## src/rtl/uart_tx_pkg.sv

```systemverilog
// uart_tx_pkg
//   Shared definitions for the UART transmit scheduler:
//   - state_e        : transmitter FSM states (PARITY is only reachable when
//                      the design is built with UART_TX_PARITY_EN defined)
//   - frame constants: start/data bit counts and the data bit index width
//   - frame_bits()   : number of bit periods in one frame for a given stop
//                      bit count and parity setting
package uart_tx_pkg;

  typedef enum logic [2:0] {
    IDLE   = 3'd0,
    START  = 3'd1,
    DATA   = 3'd2,
    PARITY = 3'd3,
    STOP   = 3'd4
  } state_e;

  localparam int START_BITS = 1;
  localparam int DATA_BITS  = 8;
  localparam int BIT_IDX_W  = 3;

  function automatic int frame_bits(input int stop_bits, input bit parity_en);
    return START_BITS + DATA_BITS + (parity_en ? 1 : 0) + stop_bits;
  endfunction

endpackage

```

## src/rtl/uart_tx_fifo.sv

```systemverilog
// uart_tx_fifo
//   Synchronous byte FIFO feeding the UART serializer. A push into a full
//   FIFO is accepted only when a pop happens on the same edge (the popped
//   slot is the one being overwritten). Pointers wrap modulo DEPTH, which
//   must be a power of two.
// Ports
//   clk      in   clock, all updates on posedge
//   rst      in   synchronous active-high reset (pointers and count only)
//   push_i   in   write request
//   pop_i    in   read request; ignored when empty
//   wdata_i  in   W-bit write data
//   rdata_o  out  head entry (valid while !empty_o)
//   count_o  out  entries stored, registered
//   full_o   out  count_o == DEPTH
//   empty_o  out  count_o == 0
module uart_tx_fifo #(
  parameter int DEPTH = 16,
  parameter int W     = 8
) (
  input  logic                     clk,
  input  logic                     rst,
  input  logic                     push_i,
  input  logic                     pop_i,
  input  logic [W-1:0]             wdata_i,
  output logic [W-1:0]             rdata_o,
  output logic [$clog2(DEPTH):0]   count_o,
  output logic                     full_o,
  output logic                     empty_o
);

  localparam int AW = $clog2(DEPTH);
  localparam logic [AW:0] FULL_CNT = (AW+1)'(DEPTH);

  logic [W-1:0]  mem_q [DEPTH];
  logic [AW-1:0] wr_ptr_q, wr_ptr_d;
  logic [AW-1:0] rd_ptr_q, rd_ptr_d;
  logic [AW:0]   count_q, count_d;
  logic          wr_en, rd_en;

  assign full_o  = (count_q == FULL_CNT);
  assign empty_o = (count_q == '0);
  assign count_o = count_q;
  assign rdata_o = mem_q[rd_ptr_q];

  assign wr_en = push_i & (~full_o | pop_i);
  assign rd_en = pop_i & ~empty_o;

  always_comb begin
    wr_ptr_d = wr_ptr_q;
    rd_ptr_d = rd_ptr_q;
    count_d  = count_q;
    if (wr_en) wr_ptr_d = wr_ptr_q + AW'(1);
    if (rd_en) rd_ptr_d = rd_ptr_q + AW'(1);
    case ({wr_en, rd_en})
      2'b10:   count_d = count_q + (AW+1)'(1);
      2'b01:   count_d = count_q - (AW+1)'(1);
      default: count_d = count_q;
    endcase
  end

  always_ff @(posedge clk) begin
    if (rst) begin
      wr_ptr_q <= '0;
      rd_ptr_q <= '0;
      count_q  <= '0;
    end else begin
      wr_ptr_q <= wr_ptr_d;
      rd_ptr_q <= rd_ptr_d;
      count_q  <= count_d;
    end
  end

  // Storage carries data only, so it is left out of reset.
  always_ff @(posedge clk) begin
    if (wr_en) mem_q[wr_ptr_q] <= wdata_i;
  end

endmodule

```

## src/rtl/uart_tx_sched.sv

```systemverilog
// uart_tx_sched
//   Buffers the core's one-cycle UART byte strobes in a FIFO and serializes
//   them on a single tx line at CLK_DIV clocks per bit, LSB first, 8N1/8N2.
//   Bytes arriving while the FIFO is full (and nothing is popped that edge)
//   are dropped and flagged by a one-cycle overflow pulse.
//   Optional feature macro: UART_TX_PARITY_EN -- inserts an even parity bit
//   after the data bits (8E1/8E2). Undefined by default.
// Ports
//   clock       in   single clock, posedge
//   reset       in   synchronous active-high reset
//   uart_in     in   [8]=byte strobe, [7:0]=byte
//   tx          out  serial line, idle high, registered
//   busy        out  frame in progress or FIFO non-empty
//   fifo_count  out  entries stored, registered
//   fifo_full   out  fifo_count == FIFO_DEPTH
//   overflow    out  one-cycle pulse after a dropped strobe
module uart_tx_sched
  import uart_tx_pkg::*;
#(
  parameter int CLK_DIV    = 16,
  parameter int FIFO_DEPTH = 16,
  parameter int STOP_BITS  = 1
) (
  input  logic                          clock,
  input  logic                          reset,
  input  logic [8:0]                    uart_in,
  output logic                          tx,
  output logic                          busy,
  output logic [$clog2(FIFO_DEPTH):0]   fifo_count,
  output logic                          fifo_full,
  output logic                          overflow
);

  // One counter times both single-bit states and the (possibly longer) stop.
  localparam int BAUD_W = $clog2(STOP_BITS * CLK_DIV);
  localparam logic [BAUD_W-1:0]    BAUD_BIT  = BAUD_W'(CLK_DIV - 1);
  localparam logic [BAUD_W-1:0]    BAUD_STOP = BAUD_W'(STOP_BITS * CLK_DIV - 1);
  localparam logic [BIT_IDX_W-1:0] LAST_IDX  = BIT_IDX_W'(DATA_BITS - 1);

  state_e                 state_q;
  logic [BAUD_W-1:0]      baud_q;
  logic [BIT_IDX_W-1:0]   idx_q;
  logic [DATA_BITS-1:0]   shift_q;
  logic                   tx_q;
  logic                   ovf_q;
`ifdef UART_TX_PARITY_EN
  logic                   par_q;
`endif

  logic                   fifo_empty;
  logic [DATA_BITS-1:0]   fifo_rdata;
  logic                   strobe;
  logic                   pop_d;
  logic                   drop_d;

  assign strobe = uart_in[8];

  // Pop on an idle FSM, or on the last cycle of STOP so the next frame
  // starts with no idle gap.
  assign pop_d  = ~fifo_empty &
                  ((state_q == IDLE) | ((state_q == STOP) & (baud_q == '0)));
  assign drop_d = strobe & fifo_full & ~pop_d;

  uart_tx_fifo #(
    .DEPTH (FIFO_DEPTH),
    .W     (DATA_BITS)
  ) u_fifo (
    .clk     (clock),
    .rst     (reset),
    .push_i  (strobe),
    .pop_i   (pop_d),
    .wdata_i (uart_in[7:0]),
    .rdata_o (fifo_rdata),
    .count_o (fifo_count),
    .full_o  (fifo_full),
    .empty_o (fifo_empty)
  );

  always_ff @(posedge clock) begin
    if (reset) begin
      state_q <= IDLE;
      baud_q  <= '0;
      idx_q   <= '0;
      tx_q    <= 1'b1;
      ovf_q   <= 1'b0;
    end else begin
      ovf_q <= drop_d;
      case (state_q)
        IDLE: begin
          if (pop_d) begin
            shift_q <= fifo_rdata;
`ifdef UART_TX_PARITY_EN
            par_q   <= ^fifo_rdata;
`endif
            state_q <= START;
            baud_q  <= BAUD_BIT;
            tx_q    <= 1'b0;
          end
        end
        START: begin
          if (baud_q == '0) begin
            state_q <= DATA;
            baud_q  <= BAUD_BIT;
            idx_q   <= '0;
            tx_q    <= shift_q[0];
          end else begin
            baud_q <= baud_q - BAUD_W'(1);
          end
        end
        DATA: begin
          if (baud_q == '0) begin
            if (idx_q == LAST_IDX) begin
`ifdef UART_TX_PARITY_EN
              state_q <= PARITY;
              baud_q  <= BAUD_BIT;
              tx_q    <= par_q;
`else
              state_q <= STOP;
              baud_q  <= BAUD_STOP;
              tx_q    <= 1'b1;
`endif
            end else begin
              idx_q  <= idx_q + BIT_IDX_W'(1);
              baud_q <= BAUD_BIT;
              tx_q   <= shift_q[idx_q + BIT_IDX_W'(1)];
            end
          end else begin
            baud_q <= baud_q - BAUD_W'(1);
          end
        end
`ifdef UART_TX_PARITY_EN
        PARITY: begin
          if (baud_q == '0) begin
            state_q <= STOP;
            baud_q  <= BAUD_STOP;
            tx_q    <= 1'b1;
          end else begin
            baud_q <= baud_q - BAUD_W'(1);
          end
        end
`endif
        STOP: begin
          if (baud_q == '0) begin
            if (pop_d) begin
              shift_q <= fifo_rdata;
`ifdef UART_TX_PARITY_EN
              par_q   <= ^fifo_rdata;
`endif
              state_q <= START;
              baud_q  <= BAUD_BIT;
              tx_q    <= 1'b0;
            end else begin
              state_q <= IDLE;
              tx_q    <= 1'b1;
            end
          end else begin
            baud_q <= baud_q - BAUD_W'(1);
          end
        end
        default: begin
          state_q <= IDLE;
          tx_q    <= 1'b1;
        end
      endcase
    end
  end

  assign tx       = tx_q;
  assign overflow = ovf_q;
  assign busy     = (state_q != IDLE) | (fifo_count != '0);

endmodule
```

## config.mk

```make
export PLATFORM = sky130hd
export DESIGN_NAME = uart_tx_sched
export DESIGN_NICKNAME = d
export VERILOG_FILES = /design/src/rtl/uart_tx_pkg.sv /design/src/rtl/uart_tx_fifo.sv /design/src/rtl/uart_tx_sched.sv
export SDC_FILE = /design/constraint.sdc
export NUM_CORES = 1
export LEC_CHECK = 0
export CAP_MARGIN = 20
export CORE_ASPECT_RATIO = 0.9
export CORE_UTILIZATION = 66
export DETAILED_ROUTE_END_ITERATION = 16
export DONT_BUFFER_PORTS = 1
export GPL_ROUTABILITY_DRIVEN = 0
export GPL_TIMING_DRIVEN = 1
export HOLD_SLACK_MARGIN = 0.05
export PLACE_DENSITY = 0.82
export SLEW_MARGIN = 20
export SYNTH_ARGS = -nofsm -noshare
export SYNTH_HDL_FRONTEND = slang
export SYNTH_HIERARCHICAL = 1
export SYNTH_SLANG_ARGS = --single-unit
export TNS_END_PERCENT = 30
```

## constraint.sdc

```tcl
create_clock -name clock -period 9 [get_ports clock]
set_input_delay 1.35 -clock clock [delete_from_list [all_inputs] [get_ports clock]]
set_output_delay 1.35 -clock clock [all_outputs]
set_load 0.005 [all_outputs]
```

==> run summary <==
Most area-consuming cells after synthesis: edfxtp_1 59%, mux4_2 11%, dfxtp_1 8.4%
HP Start: idx_q[1]$_SDFFE_PP0P_
Final Hold Fails: 0
First-pass GRT wire length: 21000 µm
Pwr Density: 295 mW/mm²
DPL Wire Length: 8170 µm
Unrepaired setup endpoints after global routing: no
Fmax: 231 MHz
Diode count: 0
Number of global-route vias before repair: 3804
Seq/Total Area, Yosys: 67.5%
Initial antenna violation count: 0
Worst setup margin: 4.67 ns
Final WL: 13600 µm
Worst path required time: 9.36 ns
H-tree Lvls: 4
Setup_tns: 0 ns
Run status: finished, final reports clean
CP arrival: 4.69 ns
Boundary Pins: 20
Reg2reg start: u_fifo/count_o[1]$_SDFFE_PP0P_
Resized cells post-CTS: 0
Die Area: 0.0109 mm²
Pin count of the biggest net entering global routing: 33
Top_reg_cell synth: edfxtp_1
Share of cells above drive strength 1: 16.7%
Worst Hold Endpoint: idx_q[1]$_SDFFE_PP0P_
Tcrit/Tclk final: 48.1%
Register Area: 0.00467 mm²
DRT iter0 DRCs: 356
Syn Inst Count: 427
Share of the synthesized area in the top cell type: 59.1%
Final min period: 4.33 ns
Total number of vias: 3850
R2r setup slk: 4.67 ns
DRC: 0
Via/cell ratio: 6.80
Core area: 0.0102 mm²
Hold-fix buffers, CTS: 0
Layout area overhead: 9.66%
Element type at the critical path start: register
Die X: 110 µm
Final nets: 448
DRT Pass-1 Iters: 7
Root buffer cell: clkbuf_16
Wire length per cell: 24.0 µm
Worst-path maximum fanout: 10
Number of fillers in the final layout: 583
Setup Crit Path Kind: reg -> reg
EDFF count, synth: 136
Overall routing resource usage: 27.9%
Worst-Margin Slew: 0.814 ns
Warnings from Yosys: 6
Final setup vio count: 0
Max-slew headroom: 45.7%
Finished Layout Cells: 566
Hold Path Class: reg -> reg
Min-Delay Path Depth: 2
Starting Density: 67.7%
Worst VDD drop: 0.000253 V
Flops & latches, synth: 165
ANT nets after route: 0
Placed Cells: 535
Syn Nets: 450
Multi-input logic area: 0.00209 mm²
Clock Path Buffers: 2
Synth Area per Inst: 16.2 µm²
Sink Count: 165
Unique cell type count in the Yosys netlist: 56
Reg2reg path depth: 11
Fraction of registers with async set/reset: 0%
Pre-CTS setup slack: 4.82 ns
Post-CTS Setup Bufs: 0
Inserted Clock Buffers: 17
Input/output buffers: 0
Final Power: 2240 µW
Gr ovfl total: 0
Num rows: 35
Hold slack: 0.484 ns
Cell Area, Synth: 0.00691 mm²
Die height: 99.0 µm
Clk_skew: 0.00703 ns
CP Capture Type: register
Max-slew violations: 0
Synth area leader: edfxtp_1
Worst-path clk slew: 0.06 ns
Worst skew pair latency: 0.42 ns
CTS tree: yes
Max cap viols: 0
P_leak: 0.00249 µW
Crit Reg-Reg Endpoint: u_fifo/count_o[4]$_SDFFE_PP0P_
## critical path: stages (launching register included)
cell and delay (ns):
dfxtp_1 0.40, or4_1 0.70, nor2_1 0.51, a2111oi_4 0.19, o31ai_4 0.50, ha_1 0.42, xor2_1 0.18, ha_1 0.19
a21oi_1 0.07, a221oi_1 0.40, or4b_2 0.62, nand3_1 0.10
## state kept, by name, indices dropped and copies added (netlist names), named ones only
register / count
u_fifo/mem_q: 128
shift_q: 8
u_fifo/count_o: 5
baud_q: 4
u_fifo/rd_ptr_q: 4
u_fifo/wr_ptr_q: 4
idx_q: 3
state_q: 3
overflow: 1
tx: 1
## per-layer routing
layer	global-route usage (%)	wire (µm)	vias up	share of wire (%)
met5	0	0	-	0
met4	8.41	129	0	0.95
met3	8.00	1010	12	7.4
met2	44.5	6880	176	51
met1	37.7	5570	1972	41
li1	-	-	1690	-
## kinds of logic after synthesis
| group | Yosys count | share of synthesized area (%) |
|---|---|---|
| AOI/OAI and AO/OA | 59 | 6.59 |
| adders and majority gates | 12 | 2.17 |
| muxes | 39 | 11.8 |
| xor gates and xnor gates | 10 | 1.27 |
| and+or+nand+nor | 107 | 8.46 |
| DFF | 165 | 67.5 |
| buffers and inverters | 35 | 2.14 |
## synthesized netlist by cell type, drive strengths merged (2+ instances only)
master / count
nand3: 7
edfxtp: 136
and2: 14
o211ai: 3
o21ai: 7
xor2: 6
nor3: 8
o311ai: 2
a22oi: 16
ha: 12
nand2b: 5
a211oi: 4
or4: 3
mux4: 34
nor3b: 3
o31ai: 2
inv: 13
or3: 2
o22ai: 2
nand4b: 2
nand2: 18
nor2b: 2
buf: 11
dfxtp: 29
nor4b: 2
a21oi: 11
a221oi: 2
xnor2: 4
o221ai: 2
nand4: 3
a2111oi: 3
nand3b: 2
mux2i: 4
nor2: 23
clkbuf: 11
or3b: 3
and3: 6
## layout make-up
| class | count | share of cell area [%] |
|---|---|---|
| clock buffer | 19 | 5.72 |
| sequential | 165 | 61.6 |
| tap | 129 | 2.13 |
| clock inverter | 12 | 2.13 |
| inverter | 13 | 0.644 |
| multi-input combinational | 227 | 27.7 |
| timing repair buffer | 1 | 0.0991 |
## power breakdown
part	switching [µW]	leakage, µW	internal [µW]
sequential	80.7	0.00147	908
combinational	294	0.000732	226
clock	272	0.000285	458
total	646	0.00249	1590
## metrics by stage
step	util, %	cell area (µm²)
after floorplan	-	6910
after global placement	68.4	6980
final	74.2	7570
after global routing	74.2	7570
after CTS	74.2	7570
after detailed placement	68.4	6980
## how the worst max path moves through the flow
stage,from,endpoint,slack (ns)
after floorplan,u_fifo/count_o[0]$_SDFFE_PP0P_,u_fifo/count_o[4]$_SDFFE_PP0P_,5.30
after global placement,u_fifo/count_o[1]$_SDFFE_PP0P_,u_fifo/count_o[4]$_SDFFE_PP0P_,4.98
after detailed placement,u_fifo/count_o[0]$_SDFFE_PP0P_,u_fifo/count_o[4]$_SDFFE_PP0P_,4.82
after CTS,u_fifo/count_o[0]$_SDFFE_PP0P_,u_fifo/count_o[4]$_SDFFE_PP0P_,4.72
after global routing,u_fifo/count_o[0]$_SDFFE_PP0P_,u_fifo/count_o[4]$_SDFFE_PP0P_,4.44
final,u_fifo/count_o[1]$_SDFFE_PP0P_,u_fifo/count_o[4]$_SDFFE_PP0P_,4.67
## layout by cell type, fill, tap and decap left out, drive strengths merged, types with 4 or more instances in the layout
| master | count |
|---|---|
| a22oi | 16 |
| and2 | 14 |
| nand2 | 18 |
| ha | 12 |
| nand2b | 5 |
| clkbuf | 19 |
| dfxtp | 29 |
| edfxtp | 136 |
| nor2 | 23 |
| clkinv | 6 |
| nand3 | 7 |
| mux2i | 4 |
| xor2 | 6 |
| inv | 13 |
| a211oi | 4 |
| nor3 | 8 |
| mux4 | 34 |
| and3 | 6 |
| a21oi | 11 |
| xnor2 | 4 |
| o21ai | 7 |
| bufinv | 4 |
Note: power is estimated with default switching activity, not from simulation.
